File: src/rtl/mem_arb_pkg.sv
// Shared types and constants for the unified-memory arbiter.
package mem_arb_pkg;

   typedef enum logic [1:0] {
      IDLE,
      ISSUE,
      WAIT,
      DONE
   } arb_state_t;

   typedef enum logic {
      OWN_IF,
      OWN_DM
   } owner_t;

   // Size code used for every instruction fetch (full word)
   localparam logic [2:0] SIZE_WORD = 3'b010;

endpackage

File: src/rtl/arb_latency_ctr.sv
// Loadable down-counter timing the memory read latency; flags when it reaches zero.
module arb_latency_ctr #(
   parameter int unsigned MEM_LATENCY = 2,
   parameter int unsigned CW          = $clog2(MEM_LATENCY + 1)
) (
   input  logic clk,
   input  logic rst,
   input  logic load,
   input  logic dec,
   output logic zero
);

   localparam logic [CW-1:0] LoadVal = CW'(MEM_LATENCY - 1);

   logic [CW-1:0] count;

   // Load on issue, then count down to zero and stop there
   always_ff @(posedge clk or negedge rst) begin
      if (!rst) begin
         count <= '0;
      end else if (load) begin
         count <= LoadVal;
      end else if (dec && (count != '0)) begin
         count <= count - CW'(1);
      end
   end

   assign zero = (count == '0);

endmodule

File: src/rtl/mem_arbiter.sv
// Arbitrates the fetch and data ports onto one single-ported memory, one access
// in flight, data first with a bounded starvation guard for fetch.
module mem_arbiter
   import mem_arb_pkg::*;
#(
   parameter int unsigned ADDR_WIDTH   = 32,
   parameter int unsigned DATA_WIDTH   = 32,
   parameter int unsigned MEM_LATENCY  = 2,
   parameter int unsigned STARVE_LIMIT = 4
) (
   input  logic                  clk,
   input  logic                  rst,
   input  logic                  if_req,
   input  logic [ADDR_WIDTH-1:0] if_addr,
   output logic [DATA_WIDTH-1:0] if_rdata,
   output logic                  if_valid,
   input  logic                  dm_req,
   input  logic                  dm_we,
   input  logic [ADDR_WIDTH-1:0] dm_addr,
   input  logic [DATA_WIDTH-1:0] dm_wdata,
   input  logic [2:0]            dm_size,
   output logic [DATA_WIDTH-1:0] dm_rdata,
   output logic                  dm_valid,
   output logic                  mem_req,
   output logic                  mem_we,
   output logic [ADDR_WIDTH-1:0] mem_addr,
   output logic [DATA_WIDTH-1:0] mem_wdata,
   output logic [2:0]            mem_size,
   input  logic [DATA_WIDTH-1:0] mem_rdata,
   output logic                  stallF,
   output logic                  stallM,
   output logic                  busy
);

   localparam int unsigned SW = $clog2(STARVE_LIMIT + 1);
   localparam logic [SW-1:0] StarveMax = SW'(STARVE_LIMIT);

   arb_state_t    state;
   owner_t        owner;
   logic [SW-1:0] starveCnt;
   logic          latZero;
   logic          grantData;

   arb_latency_ctr #(
      .MEM_LATENCY (MEM_LATENCY)
   ) uLatCtr (
      .clk  (clk),
      .rst  (rst),
      .load (state == ISSUE),
      .dec  (state == WAIT),
      .zero (latZero)
   );

   // Data wins unless fetch has already been passed over STARVE_LIMIT times
   assign grantData = dm_req && (!if_req || (starveCnt < StarveMax));

   // Access sequencer with registered memory strobes and completion pulses
   always_ff @(posedge clk or negedge rst) begin
      if (!rst) begin
         state     <= IDLE;
         owner     <= OWN_IF;
         starveCnt <= '0;
         mem_req   <= 1'b0;
         mem_we    <= 1'b0;
         mem_addr  <= '0;
         mem_wdata <= '0;
         mem_size  <= '0;
         if_rdata  <= '0;
         dm_rdata  <= '0;
         if_valid  <= 1'b0;
         dm_valid  <= 1'b0;
      end else begin
         mem_req  <= 1'b0;
         if_valid <= 1'b0;
         dm_valid <= 1'b0;
         case (state)
            IDLE: begin
               if (grantData) begin
                  owner     <= OWN_DM;
                  mem_we    <= dm_we;
                  mem_addr  <= dm_addr;
                  mem_wdata <= dm_wdata;
                  mem_size  <= dm_size;
                  starveCnt <= if_req ? starveCnt + SW'(1) : '0;
                  mem_req   <= 1'b1;
                  state     <= ISSUE;
               end else if (if_req) begin
                  owner     <= OWN_IF;
                  mem_we    <= 1'b0;
                  mem_addr  <= if_addr;
                  mem_wdata <= '0;
                  mem_size  <= SIZE_WORD;
                  starveCnt <= '0;
                  mem_req   <= 1'b1;
                  state     <= ISSUE;
               end
            end
            ISSUE: begin
               state <= WAIT;
            end
            WAIT: begin
               if (latZero) begin
                  if (owner == OWN_IF) begin
                     if_rdata <= mem_rdata;
                     if_valid <= 1'b1;
                  end else begin
                     if (!mem_we) begin
                        dm_rdata <= mem_rdata;
                     end
                     dm_valid <= 1'b1;
                  end
                  state <= DONE;
               end
            end
            DONE: begin
               state <= IDLE;
            end
            default: begin
               state <= IDLE;
            end
         endcase
      end
   end

   assign stallF = if_req & ~if_valid;
   assign stallM = dm_req & ~dm_valid;
   assign busy   = (state != IDLE);

endmodule

File: config.mk
export PLATFORM = sky130hd
export DESIGN_NAME = mem_arbiter
export DESIGN_NICKNAME = d
export VERILOG_FILES = /design/src/rtl/mem_arb_pkg.sv /design/src/rtl/arb_latency_ctr.sv /design/src/rtl/mem_arbiter.sv
export SDC_FILE = /design/constraint.sdc
export NUM_CORES = 1
export LEC_CHECK = 0
export BUFFER_PORTS_ARGS = -buffer_cell sky130_fd_sc_hd__buf_2
export CORE_MARGIN = 5
export CORE_UTILIZATION = 45
export DETAILED_ROUTE_END_ITERATION = 10
export PLACE_DENSITY = 0.83
export SLEW_MARGIN = 20
export SYNTH_ARGS = -nofsm -noshare
export SYNTH_HDL_FRONTEND = slang
export SYNTH_SLANG_ARGS = --single-unit
File: constraint.sdc
create_clock -name clk -period 3.8 [get_ports clk]
set_input_delay 0.19 -clock clk [delete_from_list [all_inputs] [get_ports clk]]
set_output_delay 0.19 -clock clk [all_outputs]
set_load 0.1 [all_outputs]
== Word-level counts from Yosys, hierarchy flattened ==
Cells that the tools add are included.
Cells by class
  multiplexer cells: 27
  $lt $le $gt $ge: 1
  eq/ne operators: 5
  reductions and logical operators: 14
  bitwise gates (word level): 6
  $add $sub $neg: 2
Operators with widths (count)
  32-bit two-way mux: 4
  3-bit two-way mux: 5
  1-bit two-way mux: 12
  2-bit two-way mux: 5
  2-bit case mux with 4 select lines: 1
  2-bit nonzero test: 4
  2-bit equality test (second input constant): 2
  2-bit zero test: 2
  1-bit NOT: 4
  2-bit AND reduction: 2
  4-bit AND reduction: 1
  3-bit by 1-bit adder with 3-bit output (second input constant): 1
  3-bit < comparator (second input constant): 1
  3-bit != test (second input constant): 1
  3-bit AND reduction: 1
  1-bit AND: 2
  2-bit by 1-bit equality test with 1-bit output (second input constant): 1
  1-bit logical AND: 2
  2-bit != test (second input constant): 1
  2-bit by 1-bit subtractor with 2-bit output (second input constant): 1
  1-bit zero test: 1
  1-bit logical OR: 1
Storage, ports and cells
  output and inout bits: 138
  word-level logic and storage cells: 68
  register bits after elaboration: 143

== Logic depth before layout (Yosys ltp) ==
  depth after elaboration: 5
  depth in mapped cells: 7
  mapped depth without buffers: 6

== Cells and area by module ==
Synthesis repeated with hierarchy kept, for this count alone.
Second synthesis, totals
  cell total of the unflattened synthesis: 444
  area, all modules: 5760.5 µm²
By module, submodules not included
  mem_arbiter: sequential area each 3528.4 µm², times used 1, area an instance 5644.2 µm², cells each 433
  arb_latency_ctr: sequential area each 50.0 µm², times used 1, area an instance 116.4 µm², cells each 11

== Worst setup path before layout ==
OpenSTA, ideal clock, no wires.
  path kind: register to output
  from: reg dm_valid
  to: out stallM
  arrival: 2211 ps
  slack: 1399 ps
  cell stages (with the launch flop): 2
  cell sequence: dfrtp_1 > nor2b_1
Between the ends
  word-level cells in the longest chain between the ends: 2
Ends and longest elaborated chain
  start: declaration: line mem_arbiter.sv:23  | output logic dm_valid,
  start signal: assignment: line mem_arbiter.sv:71  | dm_valid <= 1'b0;
  start signal: assignment: line mem_arbiter.sv:75  | dm_valid <= 1'b0;
  start signal: assignment: line mem_arbiter.sv:110  | dm_valid <= 1'b1;
  1-bit NOT: line mem_arbiter.sv:126  | assign stallM = dm_req & ~dm_valid;
  1-bit AND: line mem_arbiter.sv:126
  end: declaration: line mem_arbiter.sv:31  | output logic stallM,
No other way between the ends.

== Final worst setup path ==
  from: reg state[0]
  to: reg dm_rdata[0]
Between the ends
  word-level cells in the longest chain between the ends: 2
Ends and longest elaborated chain
  start: declaration: line mem_arbiter.sv:38  | arb_state_t state;
  start signal: assignment: line mem_arbiter.sv:60  | state <= IDLE;
  start signal: assignment: line mem_arbiter.sv:86  | state <= ISSUE;
  start signal: assignment: line mem_arbiter.sv:95  | state <= ISSUE;
  2-bit equality test: line mem_arbiter.sv:76  | case (state)
  4-bit AND reduction (no line)
  end signal: assignment: line mem_arbiter.sv:108  | dm_rdata <= mem_rdata;
  end: declaration: line mem_arbiter.sv:22  | output logic [DATA_WIDTH-1:0] dm_rdata,
No other way between the ends.
A chain may end at the register's enable or synchronous reset.

==> out/results.txt <==
max-cap viol count = 0
Final min period = 2200 ps
worst slew margin relative to its limit = 44.2%
synth warn = 0
vias in the first global route = 4944
Setup WS pre-CTS = 1570 ps
first-pass GRT wire length = 25000 µm
Area after DPL = 0.00722 mm²
Distinct cells, synth = 31
Final nets = 888
DRT antenna net count = 0
Period Utilization, post-route = 58.0%
Yosys reg bits = 143
Setup TNS = 0 ps
top post-synthesis cells by area = dfrtp_1, mux2_4, mux2_2, a21oi_1, a22o_1
io pins = 274
Worst-Margin Slew = 836 ps
commonest non-fill, non-tap cell in the layout = buf_2
clock sink count = 143
Setup WS post-layout = 1600 ps
n_diodes = 0
Syn Inst Count = 441
quantity of I/O buffers inserted on ports = 273
post-route cell area = 0.00812 mm²
cts hold-fix bufs = 35
RSZ-0062 raised after global routing = false
Die Y-Extent = 123 µm
startpoint types = register
Hold/Removal Path Class = in -> reg
Initial DRC Count = 207
CTS tree = done
commonest non-fill, non-tap cells in the layout = buf_2, dfrtp_1, a21oi_1
Starting Density = 45.8%
Placer Congestion = 0.770
worst path arrival time = 2500 ps
Die ar. = 0.0152 mm²
Routed WL = 16100 µm
Fin. Hold Viols = 0
DR vias/cell = 5.07
outcome = finished clean
f_max = 454 MHz
post-synthesis cell type with the largest combined area = dfrtp_1
clk_skew = 14.4 ps
standard-cell rows = 41
CORE AREA = 0.0126 mm²
Clock Pin Slew Worst Setup and Hold Paths = 60 ps
sequential area share after synthesis = 61.9%
Critical Path Sink Type = register
syn avg cell area = 13.1 µm²
Worst Path Required = 4090 ps
area grow syn2layout = 40.6%
First-pass DRT Iterations = 4
hold path start = mem_rdata[27]
# H-tree levels = 4
layout cell share with drive strength beyond 1 = 49.7%
PostCTS Resize Cnt = 0
largest net degree at the start of global routing = 95
detailed placement HPWL = 11200 µm
Max Buffers Root-to-Sink = 2
drt drc = 0
fin. max-slew vios = 0
CTS Buf Count = 17
synthesized area = 0.00578 mm²
root buffer cell = clkbuf_16
die span in x = 123 µm
Setup crit start = state[0]
gr usage total = 21.3%
top cell type's share of synthesized area = 61.9%
clk_lat worst skew = 420 ps
initial antenna violation count = 0
post-CTS setup buffer count = 0
Reg-to-Reg Start = state[0]
Setup Viol. Count Final = 0
grt total ovfl = 0
Syn Nets = 583
CP max FO = 19
DR WL/cell = 17.3 µm
critical setup path kind = reg -> reg
vias = 4713
[metal layers]
layer	share of wire [%]	GRT usage, %
met5	0	0
met4	2.9	9.76
met3	8.9	6.50
met2	51	36.6
met1	37	24.4
[flip-flops by register name, indices dropped and copies added, names as in the netlist]
register,cells
dm_rdata,32
dm_valid,1
if_rdata,32
if_valid,1
mem_addr,32
mem_req,1
mem_size,3
mem_wdata,32
mem_we,1
owner,1
starveCnt,3
state,2
uLatCtr.count,2
[critical path, cell delays in order, from the launching register on]
cell and delay (ps):
dfrtp_1 370, inv_1 90, ha_1 250, and3_1 180, nand2b_2 370, buf_4 420
mux2_2 380
[logic make-up (layout without fill, tap and decap cells)]
| family | after synthesis | in the layout | share of synthesized area (%) |
|---|---|---|---|
| buffers and inverters | 36 | 353 | 3.86 |
| AND/OR/NAND/NOR | 82 | 82 | 5.78 |
| AO/OA/AOI/OAI | 108 | 108 | 12.3 |
| XOR/XNOR | 1 | 1 | 0.152 |
| adder cells (fa/ha/maj) | 6 | 6 | 1.30 |
| multiplexers | 65 | 65 | 14.6 |
| flip-flops | 143 | 143 | 61.9 |
[metrics by stage]
step,util [%],cells,hold WS (ps)
3_5_place_dp,57.2,864,336
2_1_floorplan,-,441,-106
4_1_cts,64.4,930,1.30
5_1_grt,64.4,930,1.27
3_3_place_gp,57.2,864,315
6_report,64.4,930,15.0
[synthesized netlist by cell type]
master,instances
nand4_1,1
nand2_1,37
nand2b_1,2
a211oi_1,1
a21bo_2,1
o22a_1,1
and3_1,2
inv_2,1
inv_1,7
mux2_2,35
dfrtp_1,143
o32a_1,1
buf_6,9
a22o_1,35
clkbuf_1,5
mux2_4,30
nand3_1,1
a21boi_2,1
o31ai_1,1
buf_4,1
nor2b_1,2
a21oi_1,64
o21ai_0,1
nand3b_1,1
ha_1,6
buf_2,13
nor2_1,35
a32o_1,1
xnor2_1,1
o21ai_4,1
nor3b_1,1
[final timing paths]
kind	to	slack, ps	depth (start not counted)
min reg2reg	if_rdata[15]	500	1
max	dm_rdata[0]	1600	6
min in group asynchronous	dm_rdata[3]	440	2
max reg2reg	dm_rdata[0]	1600	6
min	dm_rdata[27]	20	2
max in group asynchronous	mem_addr[28]	2430	3
[final cells by class]
class,instances,area [µm²]
inverters,8,30.0
well taps,172,215
clock buffers,25,495
clock inverters,6,57.6
fillers,944,4500
flip-flops and latches,143,3580
repair buffers,314,1770
multi-input cells,262,1980
Power is left out: the tool's default activity adds up to more than one toggle a clock period on the data nets, which glitch-free logic cannot reach.
